===== src/rtl/multicycle_controller.sv =====
// multicycle_controller: FSM sequencing the shared-memory multi-cycle RV32I
// datapath (fetch, decode, execute, memory, write-back). It drives the
// datapath register enables and mux selects, handles the memory req/ready
// handshake, traps on illegal encodings and counts retired instructions.
//
// Optional build macro CTRL_MEM_TIMEOUT_EN: adds a TIMEOUT_W-bit memory-wait
// counter. A request that stays unanswered for 2^TIMEOUT_W-1 cycles traps
// with cause 10. Without the macro the FSM waits for mem_ready indefinitely.
module multicycle_controller #(
  parameter int CNT_W     = 32,
  parameter int TIMEOUT_W = 4
) (
  input  logic             clk,
  input  logic             rst_n,
  input  logic [6:0]       opcode,
  input  logic [2:0]       func3,
  input  logic [6:0]       func7,
  input  logic             zero,
  input  logic             lt,
  input  logic             bge,
  input  logic             mem_ready,
  output logic             mem_req,
  output logic             MemWrite,
  output logic             AdrSrc,
  output logic             IRWrite,
  output logic             PCWrite,
  output logic             RegWrite,
  output logic [1:0]       ALUSrcA,
  output logic [1:0]       ALUSrcB,
  output logic [2:0]       ALUControl,
  output logic [2:0]       ImmSrc,
  output logic [1:0]       ResultSrc,
  output logic             trap,
  output logic [1:0]       trap_cause,
  output logic [CNT_W-1:0] instret
);

  localparam logic [3:0] S_FETCH  = 4'd0;
  localparam logic [3:0] S_DECODE = 4'd1;
  localparam logic [3:0] S_MEMADR = 4'd2;
  localparam logic [3:0] S_MEMRD  = 4'd3;
  localparam logic [3:0] S_MEMWB  = 4'd4;
  localparam logic [3:0] S_MEMWR  = 4'd5;
  localparam logic [3:0] S_EXEC_R = 4'd6;
  localparam logic [3:0] S_EXEC_I = 4'd7;
  localparam logic [3:0] S_ALUWB  = 4'd8;
  localparam logic [3:0] S_BRANCH = 4'd9;
  localparam logic [3:0] S_JAL    = 4'd10;
  localparam logic [3:0] S_JALR   = 4'd11;
  localparam logic [3:0] S_LUI    = 4'd12;
  localparam logic [3:0] S_TRAP   = 4'd13;

  localparam logic [6:0] OP_LW   = 7'd3;
  localparam logic [6:0] OP_SW   = 7'd35;
  localparam logic [6:0] OP_R    = 7'd51;
  localparam logic [6:0] OP_I    = 7'd19;
  localparam logic [6:0] OP_BR   = 7'd99;
  localparam logic [6:0] OP_JAL  = 7'd111;
  localparam logic [6:0] OP_JALR = 7'd103;
  localparam logic [6:0] OP_LUI  = 7'd55;

  localparam logic [2:0] ALU_ADD  = 3'b000;
  localparam logic [2:0] ALU_SUB  = 3'b001;
  localparam logic [2:0] ALU_AND  = 3'b010;
  localparam logic [2:0] ALU_OR   = 3'b011;
  localparam logic [2:0] ALU_XOR  = 3'b100;
  localparam logic [2:0] ALU_SLT  = 3'b101;
  localparam logic [2:0] ALU_SLTU = 3'b110;

  localparam logic [1:0] SRCA_PC  = 2'b00;
  localparam logic [1:0] SRCA_OLD = 2'b01;
  localparam logic [1:0] SRCA_RS1 = 2'b10;
  localparam logic [1:0] SRCB_RS2 = 2'b00;
  localparam logic [1:0] SRCB_IMM = 2'b01;
  localparam logic [1:0] SRCB_4   = 2'b10;

  localparam logic [2:0] IMM_I = 3'd0;
  localparam logic [2:0] IMM_S = 3'd1;
  localparam logic [2:0] IMM_B = 3'd2;
  localparam logic [2:0] IMM_U = 3'd3;
  localparam logic [2:0] IMM_J = 3'd4;

  localparam logic [1:0] RES_ALUOUT = 2'b00;
  localparam logic [1:0] RES_MEM    = 2'b01;
  localparam logic [1:0] RES_ALU    = 2'b10;
  localparam logic [1:0] RES_IMM    = 2'b11;

  localparam logic [1:0] CAUSE_ILLEGAL = 2'b01;
  localparam logic [1:0] CAUSE_TIMEOUT = 2'b10;

  // One bundle per cycle of datapath controls; cleared as a whole in reset.
  typedef struct packed {
    logic       mem_req;
    logic       mem_write;
    logic       adr_src;
    logic       ir_write;
    logic       pc_write;
    logic       reg_write;
    logic [1:0] src_a;
    logic [1:0] src_b;
    logic [2:0] alu_ctl;
    logic [2:0] imm_src;
    logic [1:0] result_src;
  } ctrl_t;

  logic [3:0]       state, nxt;
  logic [1:0]       cause, cause_q;
  logic [CNT_W-1:0] instret_q;
  logic             timeout;
  ctrl_t            ctrl, ctrl_out;

  // A non-positive width would make the timeout compare meaningless.
  if (TIMEOUT_W < 1) begin : g_bad_timeout_w
    logic unused_cfg;
    assign unused_cfg = 1'b0;
  end

`ifdef CTRL_MEM_TIMEOUT_EN
  localparam logic [TIMEOUT_W-1:0] WAIT_LAST = {{(TIMEOUT_W-1){1'b1}}, 1'b0};
  logic [TIMEOUT_W-1:0] wait_cnt;

  // The wait that would bring the count to all-ones gives up; a ready
  // arriving on that same cycle still completes normally.
  assign timeout = !mem_ready && (wait_cnt == WAIT_LAST);

  // Wait counter: restarts on every state change, counts unanswered requests.
  always_ff @(posedge clk or negedge rst_n) begin
    if (!rst_n)                       wait_cnt <= '0;
    else if (nxt != state)            wait_cnt <= '0;
    else if (ctrl.mem_req && !mem_ready) wait_cnt <= wait_cnt + 1'b1;
  end
`else
  assign timeout = 1'b0;
`endif

  // Next state, trap cause and per-state datapath controls.
  always_comb begin
    ctrl  = '0;
    nxt   = state;
    cause = CAUSE_ILLEGAL;
    case (state)
      S_FETCH: begin
        ctrl.mem_req = 1'b1;
        if (mem_ready) begin
          ctrl.ir_write   = 1'b1;
          ctrl.pc_write   = 1'b1;
          ctrl.src_a      = SRCA_PC;
          ctrl.src_b      = SRCB_4;
          ctrl.alu_ctl    = ALU_ADD;
          ctrl.result_src = RES_ALU;
          nxt             = S_DECODE;
        end else if (timeout) begin
          nxt   = S_TRAP;
          cause = CAUSE_TIMEOUT;
        end
      end
      S_DECODE: begin
        // Precompute OldPC + imm so branch/JAL targets land in ALUOut.
        ctrl.src_a   = SRCA_OLD;
        ctrl.src_b   = SRCB_IMM;
        ctrl.alu_ctl = ALU_ADD;
        ctrl.imm_src = (opcode == OP_BR)  ? IMM_B :
                       (opcode == OP_JAL) ? IMM_J : IMM_I;
        case (opcode)
          OP_LW, OP_SW: nxt = S_MEMADR;
          OP_R:         nxt = S_EXEC_R;
          OP_I:         nxt = S_EXEC_I;
          OP_BR:        nxt = S_BRANCH;
          OP_JAL:       nxt = S_JAL;
          OP_JALR:      nxt = S_JALR;
          OP_LUI:       nxt = S_LUI;
          default:      nxt = S_TRAP;
        endcase
      end
      S_MEMADR: begin
        ctrl.src_a   = SRCA_RS1;
        ctrl.src_b   = SRCB_IMM;
        ctrl.alu_ctl = ALU_ADD;
        ctrl.imm_src = (opcode == OP_SW) ? IMM_S : IMM_I;
        nxt          = (opcode == OP_SW) ? S_MEMWR : S_MEMRD;
      end
      S_MEMRD: begin
        ctrl.mem_req = 1'b1;
        ctrl.adr_src = 1'b1;
        if (mem_ready) nxt = S_MEMWB;
        else if (timeout) begin
          nxt   = S_TRAP;
          cause = CAUSE_TIMEOUT;
        end
      end
      S_MEMWB: begin
        ctrl.result_src = RES_MEM;
        ctrl.reg_write  = 1'b1;
        nxt             = S_FETCH;
      end
      S_MEMWR: begin
        ctrl.mem_req   = 1'b1;
        ctrl.mem_write = 1'b1;
        ctrl.adr_src   = 1'b1;
        if (mem_ready) nxt = S_FETCH;
        else if (timeout) begin
          nxt   = S_TRAP;
          cause = CAUSE_TIMEOUT;
        end
      end
      S_EXEC_R: begin
        ctrl.src_a = SRCA_RS1;
        ctrl.src_b = SRCB_RS2;
        nxt        = S_ALUWB;
        case ({func7, func3})
          {7'h00, 3'b000}: ctrl.alu_ctl = ALU_ADD;
          {7'h20, 3'b000}: ctrl.alu_ctl = ALU_SUB;
          {7'h00, 3'b110}: ctrl.alu_ctl = ALU_OR;
          {7'h00, 3'b111}: ctrl.alu_ctl = ALU_AND;
          {7'h00, 3'b010}: ctrl.alu_ctl = ALU_SLT;
          {7'h00, 3'b011}: ctrl.alu_ctl = ALU_SLTU;
          default:         nxt = S_TRAP;
        endcase
      end
      S_EXEC_I: begin
        ctrl.src_a   = SRCA_RS1;
        ctrl.src_b   = SRCB_IMM;
        ctrl.imm_src = IMM_I;
        nxt          = S_ALUWB;
        case (func3)
          3'b000:  ctrl.alu_ctl = ALU_ADD;
          3'b100:  ctrl.alu_ctl = ALU_XOR;
          3'b110:  ctrl.alu_ctl = ALU_OR;
          3'b010:  ctrl.alu_ctl = ALU_SLT;
          3'b011:  ctrl.alu_ctl = ALU_SLTU;
          default: nxt = S_TRAP;
        endcase
      end
      S_ALUWB: begin
        ctrl.result_src = RES_ALUOUT;
        ctrl.reg_write  = 1'b1;
        nxt             = S_FETCH;
      end
      S_BRANCH: begin
        // ALUOut already holds the target; PC loads it only when taken.
        ctrl.src_a      = SRCA_RS1;
        ctrl.src_b      = SRCB_RS2;
        ctrl.alu_ctl    = ALU_SUB;
        ctrl.result_src = RES_ALUOUT;
        nxt             = S_FETCH;
        case (func3)
          3'b000:  ctrl.pc_write = zero;
          3'b001:  ctrl.pc_write = !zero;
          3'b100:  ctrl.pc_write = lt;
          3'b101:  ctrl.pc_write = bge;
          default: nxt = S_TRAP;
        endcase
      end
      S_JALR: begin
        ctrl.src_a   = SRCA_RS1;
        ctrl.src_b   = SRCB_IMM;
        ctrl.imm_src = IMM_I;
        ctrl.alu_ctl = ALU_ADD;
        nxt          = S_JAL;
      end
      S_JAL: begin
        // PC takes the target from ALUOut while ALUOut picks up OldPC + 4.
        ctrl.result_src = RES_ALUOUT;
        ctrl.pc_write   = 1'b1;
        ctrl.src_a      = SRCA_OLD;
        ctrl.src_b      = SRCB_4;
        ctrl.alu_ctl    = ALU_ADD;
        nxt             = S_ALUWB;
      end
      S_LUI: begin
        ctrl.imm_src    = IMM_U;
        ctrl.result_src = RES_IMM;
        ctrl.reg_write  = 1'b1;
        nxt             = S_FETCH;
      end
      S_TRAP:  nxt = S_TRAP;
      default: nxt = S_TRAP;
    endcase
  end

  // State register.
  always_ff @(posedge clk or negedge rst_n) begin
    if (!rst_n) state <= S_FETCH;
    else        state <= nxt;
  end

  // Trap cause latched on the way into TRAP, then held until reset.
  always_ff @(posedge clk or negedge rst_n) begin
    if (!rst_n)                                  cause_q <= 2'b00;
    else if (state != S_TRAP && nxt == S_TRAP)   cause_q <= cause;
  end

  // Retired count: an instruction retires when the FSM comes back to FETCH.
  always_ff @(posedge clk or negedge rst_n) begin
    if (!rst_n)                                  instret_q <= '0;
    else if (state != S_FETCH && nxt == S_FETCH) instret_q <= instret_q + 1'b1;
  end

  // FETCH asserts mem_req combinationally, so hold every control low in reset.
  assign ctrl_out   = rst_n ? ctrl : '0;
  assign mem_req    = ctrl_out.mem_req;
  assign MemWrite   = ctrl_out.mem_write;
  assign AdrSrc     = ctrl_out.adr_src;
  assign IRWrite    = ctrl_out.ir_write;
  assign PCWrite    = ctrl_out.pc_write;
  assign RegWrite   = ctrl_out.reg_write;
  assign ALUSrcA    = ctrl_out.src_a;
  assign ALUSrcB    = ctrl_out.src_b;
  assign ALUControl = ctrl_out.alu_ctl;
  assign ImmSrc     = ctrl_out.imm_src;
  assign ResultSrc  = ctrl_out.result_src;
  assign trap       = rst_n && (state == S_TRAP);
  assign trap_cause = rst_n ? cause_q : 2'b00;
  assign instret    = rst_n ? instret_q : '0;

endmodule


===== config.mk =====
export PLATFORM = sky130hd
export DESIGN_NAME = multicycle_controller
export DESIGN_NICKNAME = d
export VERILOG_FILES = /design/src/rtl/multicycle_controller.sv
export SDC_FILE = /design/constraint.sdc
export NUM_CORES = 1
export LEC_CHECK = 0
export BUFFER_PORTS_ARGS = -buffer_cell sky130_fd_sc_hd__clkbuf_2
export CAP_MARGIN = 20
export CORE_UTILIZATION = 50
export DETAILED_ROUTE_END_ITERATION = 6
export PLACE_DENSITY_LB_ADDON = 0.12
export SLEW_MARGIN = 0
export SYNTH_ARGS = -nofsm -noshare
export SYNTH_HDL_FRONTEND = slang
export SYNTH_SLANG_ARGS = --single-unit

===== constraint.sdc =====
create_clock -name clk -period 4.3 [get_ports clk]
set_input_delay 0.86 -clock clk [delete_from_list [all_inputs] [get_ports clk]]
set_output_delay 0.86 -clock clk [all_outputs]
set_load 0.01 [all_outputs]

==> results of run 1 <==
==> layout make-up <==
type / instances / area, um2
Inverter: 11 / 41.3
Tap cell: 72 / 90.1
Sequential cell: 37 / 926
Clock buffer: 5 / 68.8
Fill cell: 522 / 2180
Clock inverter: 3 / 17.5
Timing Repair Buffer: 76 / 385
Multi-Input combinational cell: 264 / 1790
==> flip-flops by register name, indices dropped and copies added, names as in the netlist <==
register and flops:
instret_q 32, state 4, cause_q 1
==> worst max path at each step <==
| stage | slack [ns] | endpoint | start |
|---|---|---|---|
| 6_report | 1.03 | ImmSrc[1] | state[1] |
| 5_1_grt | 0.81 | ALUControl[1] | state[1] |
| 4_1_cts | 1.05 | ImmSrc[1] | state[1] |
| 3_5_place_dp | 1.12 | instret_q[21] | func7[1] |
| 3_3_place_gp | 1.20 | instret_q[29] | func7[1] |
| 2_1_floorplan | 1.49 | ALUControl[1] | func7[1] |
==> metal layers <==
layer  share of wire, %  up-vias  global-route usage [%]
met5                  0        -                       0
met4                1.3        0                    7.55
met3                4.3        8                    4.24
met2                 49       66                    38.3
met1                 46     1223                    29.0
li1                   -     1276                       -
==> cell usage in the layout (no fill, tap or decap), types with 3 or more instances in the layout <==
| cell | synthesis | routed |
|---|---|---|
| nor3b_1 | 6 | 6 |
| nand2b_1 | 11 | 11 |
| inv_1 | 11 | 11 |
| or2_2 | 3 | 3 |
| nor3_2 | 3 | 3 |
| xnor2_1 | 14 | 14 |
| xor2_1 | 19 | 19 |
| a21oi_1 | 12 | 12 |
| and3_1 | 8 | 8 |
| clkbuf_8 | 0 | 5 |
| o21ai_0 | 7 | 7 |
| o21a_1 | 4 | 4 |
| and2_1 | 37 | 37 |
| nor2_1 | 27 | 27 |
| nand4_1 | 6 | 6 |
| dfrtp_1 | 37 | 37 |
| nor4_1 | 4 | 4 |
| nand2_1 | 25 | 25 |
| a31oi_1 | 3 | 3 |
| nor4_4 | 3 | 3 |
| nor2b_1 | 6 | 6 |
| nand3_1 | 10 | 10 |
| clkbuf_2 | 0 | 74 |
| nor3_1 | 13 | 13 |
==> cell families (layout without fill, tap and decap cells) <==
group,after synthesis,in the layout
flops,37,37
fa+ha+maj,1,1
other cells,1,1
xor+xnor,33,33
compound gates,45,45
buf+inv,32,95
simple gates,181,181
mux,3,3
==> power breakdown <==
part / total, mW / internal (mW) / switching, mW
logic: 0.513 / 0.233 / 0.280
clock network: 0.236 / 0.112 / 0.125
registers: 0.512 / 0.394 / 0.118
==> flow_summary.ini, run 1 <==
[grt]
grt_first_pass_wirelength_um = 11000
grt_max_degree = 30
antenna_found_initial = 0
grt.total_usage_pct = 22.7
grt_overflow_total = 0
grt_pass1_vias = 2361

[sta]
max_freq_mhz = 306
min_period_ns = 3.27
rsz0062_at_grt = false
finClkSkew_ns = 0.00654
fin_setup_tns_ns = 0
final.setup.worst_slack_ns = 1.03
finalHoldViolations = 0
setup_viol_count_final = 0
worst_pin_slew_ns = 0.833
slew_violations = 0
slew-limit-headroom_pct = 44.5
holdWs_ns = 0.474
period_share_pct = 75.9

[synthesis]
yosysTopAreaCellShare_pct = 32.4
seq_area_frac_synth_pct = 32.4
yosys_warnings = 0
synth-xor-area-share_pct = 10.1
synthArstFlopShare_pct = 100
yosys.area_share.simple_pct = 38.6
synth_edf_count = 0
synth_area_leaders = dfrtp_1 32%, and2_1 8.1%, xor2_1 5.8%, xnor2_1 4.3%, nor2_1 3.5%
yosys-top-cells-count = 37 x and2_1, 37 x dfrtp_1, 27 x nor2_1
synth.ff_latch_count = 37
netlist_instances = 333
syn_avg_cell_area_um2 = 8.59
synth_fp_nets = 357
syn-cell-area_mm2 = 0.00286
ys.flop_type = dfrtp_1
netlist.top_cell.by_area = dfrtp_1
synthAdderAreaFrac_pct = 0.438
synth.area.mux_share_pct = 1.23
synth_compound_area_share_pct = 12.3
synth_top_family_by_area = simple AND/OR/NAND/NOR gates
synth_cell_type_count = 59

[clock_network]
clkTransAtPathRegs_ns = 0.07
hold_buffers = 0
cts_tree = built
cts_sinks = 37
h-tree-depth = 2
root_buffer = clkbuf_8
cts_inserted_buffers = 5
cts_setup_buffers = 0
clockBufferDepth = 2
cts_resized = 0
clock_latency_ns = 0.29

[setup_path]
path_max_fanout = 28
max_stage_delay_ns = 0.71
path_buf_inv = 1
path_depth = 5
critical_path_class = register to output pin
slowest_stage = or4b_4
cp.required_ns = 3.44
rr_startpoint = state[1]
reg2reg_slack_ns = 1.39
rr_endpoint = instret_q[21]
worstSetupEndpointType = output pin
worstPathCellList = or4b_4, nor3_1, nand2_1, o32ai_1, clkbuf_2
worstPathArrival_ns = 2.41
crit_family = simple AND/OR/NAND/NOR gates
start_kind = register
r2r_cells = 6

[place]
gp_congestion = 0.866
place_inst = 460
place_area_mm2 = 0.00324
place_hpwl_um = 4740
io_buffers = 74
pre_cts_ws_ns = 1.12

[route]
vias = 2573
finalWirelength_um = 6470
post_drt_wl_per_cell_um = 13.8
via_per_inst = 5.50
ant_nets = 0
drcViolationCount = 0
firstDrtPassIters = 4
dr.first_iter.drc_count = 121

[flow_run]
cap_violations = 0

[final_layout]
postLayoutCoreUtil_pct = 60.3
final_area_mm2 = 0.00332
stdcell_count = 468
drive_gt1_share_pct = 26.8
synthToLayoutAreaGrowth_pct = 16.2
antenna_cells = 0
nets = 419

[pwr]
powerDensity_mw_per_mm2 = 380
leakage_nw = 1.55
peakVddDrop_v = 0.000252
power.total_mw = 1.26

[floorplan]
start_util_pct = 51.9
rows = 27
die_y_um = 77.6
die_width_um = 77.6
dieArea_mm2 = 0.00602
io_pins = 76
core-area_mm2 = 0.00551

[status]
status = finished, final reports clean

[worst_hold_path]
min_to = cause_q[0]
hold_path.class = register to register
hold_depth = 1
hp-start = cause_q[0]
(Power assumes the default switching activity.)
==> inputs of run 2 (changes only) <==
--- a/config.mk
+++ b/config.mk
@@ -7,7 +7,7 @@
 export LEC_CHECK = 0
 export BUFFER_PORTS_ARGS = -buffer_cell sky130_fd_sc_hd__clkbuf_2
 export CAP_MARGIN = 20
-export CORE_UTILIZATION = 50
+export CORE_UTILIZATION = 48
 export DETAILED_ROUTE_END_ITERATION = 6
 export PLACE_DENSITY_LB_ADDON = 0.12
 export SLEW_MARGIN = 0
==> constraint.sdc (replaced) <==
create_clock -name clk -period 2.7 [get_ports clk]
set_input_delay 0.54 -clock clk [delete_from_list [all_inputs] [get_ports clk]]
set_output_delay 0.54 -clock clk [all_outputs]
set_load 0.01 [all_outputs]
==> run 2 against run 1 <==
Non-clock buffer count up 22. Total power rose by 81%. Clock skew is 0.0023 ns higher. Final cell count up 4.7%. Sequential share of layout area shrank 1.7 points. First-iteration DRC count is 67% higher. Clock power rose by 110%. Hold slack worse by 0.18 ns. Count of clock-buffer cells in the layout increased by 2. Via count rose by 2.9%. Largest cell class unchanged. Largest power group unchanged.
==> flow_summary.ini, run 2 (synthesis gave the netlist of run 1 again) <==
[status]
status = finished, final reports clean

[sta]
worst_pin_slew_ns = 0.593
fin_setup_tns_ns = 0
setup_viol_count_final = 0
period_share_pct = 96.5
slew-limit-headroom_pct = 60.2
finalHoldViolations = 0
rsz0062_at_grt = false
holdWs_ns = 0.297
max_freq_mhz = 384
finClkSkew_ns = 0.00882
min_period_ns = 2.60
slew_violations = 0

[pwr]
powerDensity_mw_per_mm2 = 644
p_sw_mw = 0.857
switching_share_pct = 37.5
leakage_nw = 1.68
internal_power_mw = 1.43
combinationalPowerShare_pct = 45.9
power.total_mw = 2.29
p_seq_share_pct = 32.6
peakVddDrop_v = 0.000438
pwr-share-clk_pct = 21.4

[clock_network]
cts_tree = built
hold_buffers = 0
h-tree-depth = 2
clock_latency_ns = 0.29
clockBufferDepth = 2
cts_sinks = 37
root_buffer = clkbuf_8
clkTransAtPathRegs_ns = 0.07
cts_inserted_buffers = 5

[floorplan]
die_width_um = 79.2
start_util_pct = 51.0
core-area_mm2 = 0.00561
die_y_um = 79.2
dieArea_mm2 = 0.00627
rows = 27
io_pins = 76

[flow_run]
cap_violations = 0

[place]
io_buffers = 74
gp_congestion = 0.840
place_hpwl_um = 4890
place_area_mm2 = 0.00335

[final_layout]
drive_gt1_share_pct = 31.6
final_area_mm2 = 0.00355
synthToLayoutAreaGrowth_pct = 24.2
nets = 441
layout_commonest_cell = clkbuf_2
largest-register = instret_q
final_cell_mix = 74 x clkbuf_2, 37 x and2_1, 33 x dfrtp_1
antenna_cells = 0
top_regs = instret_q: 32 flops, state: 4 flops, cause_q: 1 flops
postLayoutCoreUtil_pct = 63.3
largest_reg_flops = 32

[grt]
antenna_found_initial = 0
grt_pass1_vias = 2343
grt_overflow_total = 0
grt_first_pass_wirelength_um = 11100
grt.total_usage_pct = 22.5
grt_max_degree = 82

[setup_path]
critical_path_class = register to output pin
worstSetupEndpointType = output pin
start_kind = register
worstPathArrival_ns = 2.06
cp.required_ns = 2.16
path_max_fanout = 13

[route]
post_drt_wl_per_cell_um = 13.7
ant_nets = 0
vias = 2648
dr.first_iter.drc_count = 202
via_per_inst = 5.40
drcViolationCount = 0
firstDrtPassIters = 5
finalWirelength_um = 6690

[worst_hold_path]
hold_path.class = primary input to asynchronous set/reset pin
[run 2: repair_timing]
action	CTS	global route
buffers inserted	0	10
gates resized for setup	3	2
gates cloned	0	0
endpoints found under the hold margin	0	0
setup endpoints to repair	3	2
[run 2: final cells by class]
cell class	count	area (um2)
sequential	37	931
timing repair buffer	98	576
tap	72	90.1
fill	489	2060
multi-input combinational	264	1800
clock inverter	1	30.0
inverter	11	41.3
clock buffer	7	86.3
[run 2: metal layers]
layer / track usage [%] / wire, um / up-vias / share of wire (%)
met5: 0 / 0 / - / 0
met1: 31.1 / 3190 / 1249 / 48
met2: 35.6 / 3080 / 78 / 46
met4: 6.73 / 61 / 0 / 0.91
met3: 4.02 / 354 / 4 / 5.3
li1: - / - / 1317 / -
[run 2: power groups by stage]
stage               logic [mW]  clock network, mW  registers [mW]
global route              1.16              0.532           0.761
finish                    1.05              0.490           0.746
global placement         0.920                  0           0.773
detailed placement       0.932                  0           0.775
CTS                      0.941              0.507           0.768
floorplan                0.714                  0           0.696
[run 2: critical path, stage by stage, from the launching register on]
cell	delay, ns
dfrtp_2	0.45
buf_4	0.20
nand4b_1	0.21
or2_2	0.35
a21oi_1	0.15
a21oi_1	0.06
nor3b_1	0.19
clkbuf_2	0.16
[run 2: worst paths after layout]
kind	cells after the start	slack, ns	endpoint	from
setup / recovery	7	0.1	ALUControl[1]	state[1]
hold / removal	2	0.30	instret_q[0]	rst_n
setup reg to reg	8	0.32	instret_q[29]	state[1]
hold reg to reg	1	0.46	instret_q[31]	instret_q[31]
max in group asynchronous	2	2.10	state[1]	rst_n
min in group clk	1	0.46	instret_q[31]	instret_q[31]
[run 2: metrics by stage]
step	cells	setup WS, ns
global route	490	0.00393
floorplan	333	0.419
CTS	480	0.0405
detailed placement	472	0.114
finish	490	0.0958
global placement	472	0.165
==> inputs of run 3 (changes only) <==
--- a/config.mk
+++ b/config.mk
@@ -10,6 +10,7 @@
 export CORE_UTILIZATION = 48
 export DETAILED_ROUTE_END_ITERATION = 6
 export PLACE_DENSITY_LB_ADDON = 0.12
+export SETUP_SLACK_MARGIN = 0.2
 export SLEW_MARGIN = 0
 export SYNTH_ARGS = -nofsm -noshare
 export SYNTH_HDL_FRONTEND = slang
==> run 3 against run 2 <==
Maximum frequency increased by 4.6%. Highest routed layer unchanged. Utilization grew 2.7 points. Global-route usage increased by 0.64 points. Total power increased by 5.0%. Hold slack better by 0.017 ns. Register-to-register slack got worse by 0.07 ns. Critical path depth rose by 1. Count of clock-buffer cells in the layout stayed put. Clock skew barely moved.
==> flow_summary.ini, run 3 (synthesis gave the netlist of run 1 again) <==
[status]
status = finished, final reports clean

[final_layout]
largest_reg_flops = 32
multi_input_area_mm2 = 0.00188
final_area_mm2 = 0.00370
nFillCells = 469
synthToLayoutAreaGrowth_pct = 29.5
largest-register = instret_q
register_area_um2 = 931
stdcell_count = 497
drive_gt1_share_pct = 36.0
layout_commonest_cell = clkbuf_2
antenna_cells = 0
top_regs = instret_q: 32 flops, state: 4 flops, cause_q: 1 flops
final_cell_mix = 72 x clkbuf_2, 37 x and2_1, 33 x dfrtp_1
nets = 448

[sta]
fin_setup_tns_ns = 0
holdWs_ns = 0.314
worst_pin_slew_ns = 0.602
period_share_pct = 92.3
finalHoldViolations = 0
min_period_ns = 2.49
final.setup.worst_slack_ns = 0.209
max_freq_mhz = 401
setup_viol_count_final = 0
rsz0062_at_grt = true
slew_violations = 0
finClkSkew_ns = 0.00879
slew-limit-headroom_pct = 59.6

[pwr]
peakVddDrop_v = 0.000453
powerDensity_mw_per_mm2 = 649
leakage_nw = 1.74

[floorplan]
dieArea_mm2 = 0.00627
die_width_um = 79.2
start_util_pct = 51.0
core-area_mm2 = 0.00561
die_y_um = 79.2
rows = 27
io_pins = 76

[grt]
grt_overflow_total = 0
grt_pass1_vias = 2429
grt.total_usage_pct = 23.1
grt_max_degree = 82
grt_first_pass_wirelength_um = 11500
antenna_found_initial = 0

[clock_network]
hold_buffers = 0
cts_inserted_buffers = 5
cts_tree = built
clkTransAtPathRegs_ns = 0.07
clockBufferDepth = 2
h-tree-depth = 2
root_buffer = clkbuf_8
cts_sinks = 37
clock_latency_ns = 0.29

[place]
place_area_mm2 = 0.00335
gp_congestion = 0.840
place_hpwl_um = 4890
pre_cts_ws_ns = 0.114
place_inst = 472
io_buffers = 74

[setup_path]
worstPathArrival_ns = 1.95
max_stage_delay_ns = 0.42
path_common_cell = a21oi_1
cp.required_ns = 2.16
slowest_stage = dfrtp_2
crit_family = simple AND/OR/NAND/NOR gates
worstPathCellList = buf_4, buf_6, nand4b_1, or2_4, a21oi_1, a21oi_1, nor3b_2, clkbuf_2
start_kind = register
path_buf_inv = 3
path_max_fanout = 13
reg2reg_slack_ns = 0.25
worstSetupEndpointType = output pin
critical_path_class = register to output pin

[route]
firstDrtPassIters = 4
post_drt_wl_per_cell_um = 14.3
ant_nets = 0
drcViolationCount = 0
dr.first_iter.drc_count = 201
vias = 2716
via_per_inst = 5.46
finalWirelength_um = 7110

[flow_run]
cap_violations = 0

[worst_hold_path]
hold_path.class = primary input to asynchronous set/reset pin
run 3: cell count changes in the layout (fill, tap and decap cells not counted), moves of 2 or more:
| cell | change |
|---|---|
| nor2_1 | -3 |
| buf_2 | +2 |
| nor4_1 | -2 |
| nor4_2 | +2 |
| clkbuf_2 | -2 |
| nor2_2 | +3 |
| buf_4 | +5 |
run 3: layout make-up:
class,count,share of cell area (%)
multi-input combinational,264,50.7
sequential,37,25.2
timing repair buffer,105,17.4
tap,72,2.43
clock buffer,7,2.33
inverter,11,1.12
clock inverter,1,0.811
run 3: stage by stage:
| stage | power, mW | utilization (%) |
|---|---|---|
| 2_1_floorplan | 1.41 | - |
| 3_3_place_gp | 1.69 | 59.8 |
| 3_5_place_dp | 1.71 | 59.8 |
| 4_1_cts | 2.33 | 63.8 |
| 5_1_grt | 2.56 | 66.0 |
| 6_report | 2.40 | 66.0 |
run 3: metal layers:
metal | up-vias | wire length (um) | track usage, %
met5 | - | 0 | 0
met4 | 0 | 138 | 8.18
li1 | 1328 | - | -
met1 | 1285 | 3280 | 31.6
met2 | 93 | 3250 | 36.2
met3 | 10 | 441 | 4.48
run 3: where the power goes:
| part | total (mW) | internal [mW] | switching, mW |
|---|---|---|---|
| clock | 0.490 | 0.301 | 0.189 |
| combinational | 1.17 | 0.551 | 0.621 |
| sequential | 0.740 | 0.634 | 0.106 |
| total | 2.40 | 1.49 | 0.915 |
run 3: what timing repair did:
action,CTS,global route
endpoints found under the hold margin,0,0
buffers inserted,10,7
resized for setup,7,19
endpoints found under the setup margin,5,29
pin swaps,3,6
run 3: worst paths after layout:
check,start,end,depth (start not counted)
setup / recovery,state[1],ALUControl[1],8
hold / removal,rst_n,instret_q[1],2
setup reg to reg,state[1],instret_q[29],10
hold reg to reg,instret_q[31],instret_q[31],1
max in group asynchronous,rst_n,state[2],2
min in group clk,instret_q[31],instret_q[31],1
run 3: worst register-to-register path, stage by stage (launching register included):
cell,delay [ns]
dfrtp_2,0.45
buf_4,0.15
buf_6,0.13
nand4b_1,0.17
buf_4,0.14
nor3b_1,0.07
a2111oi_4,0.41
nand4_2,0.18
buf_12,0.20
nor4_2,0.32
xor2_1,0.18
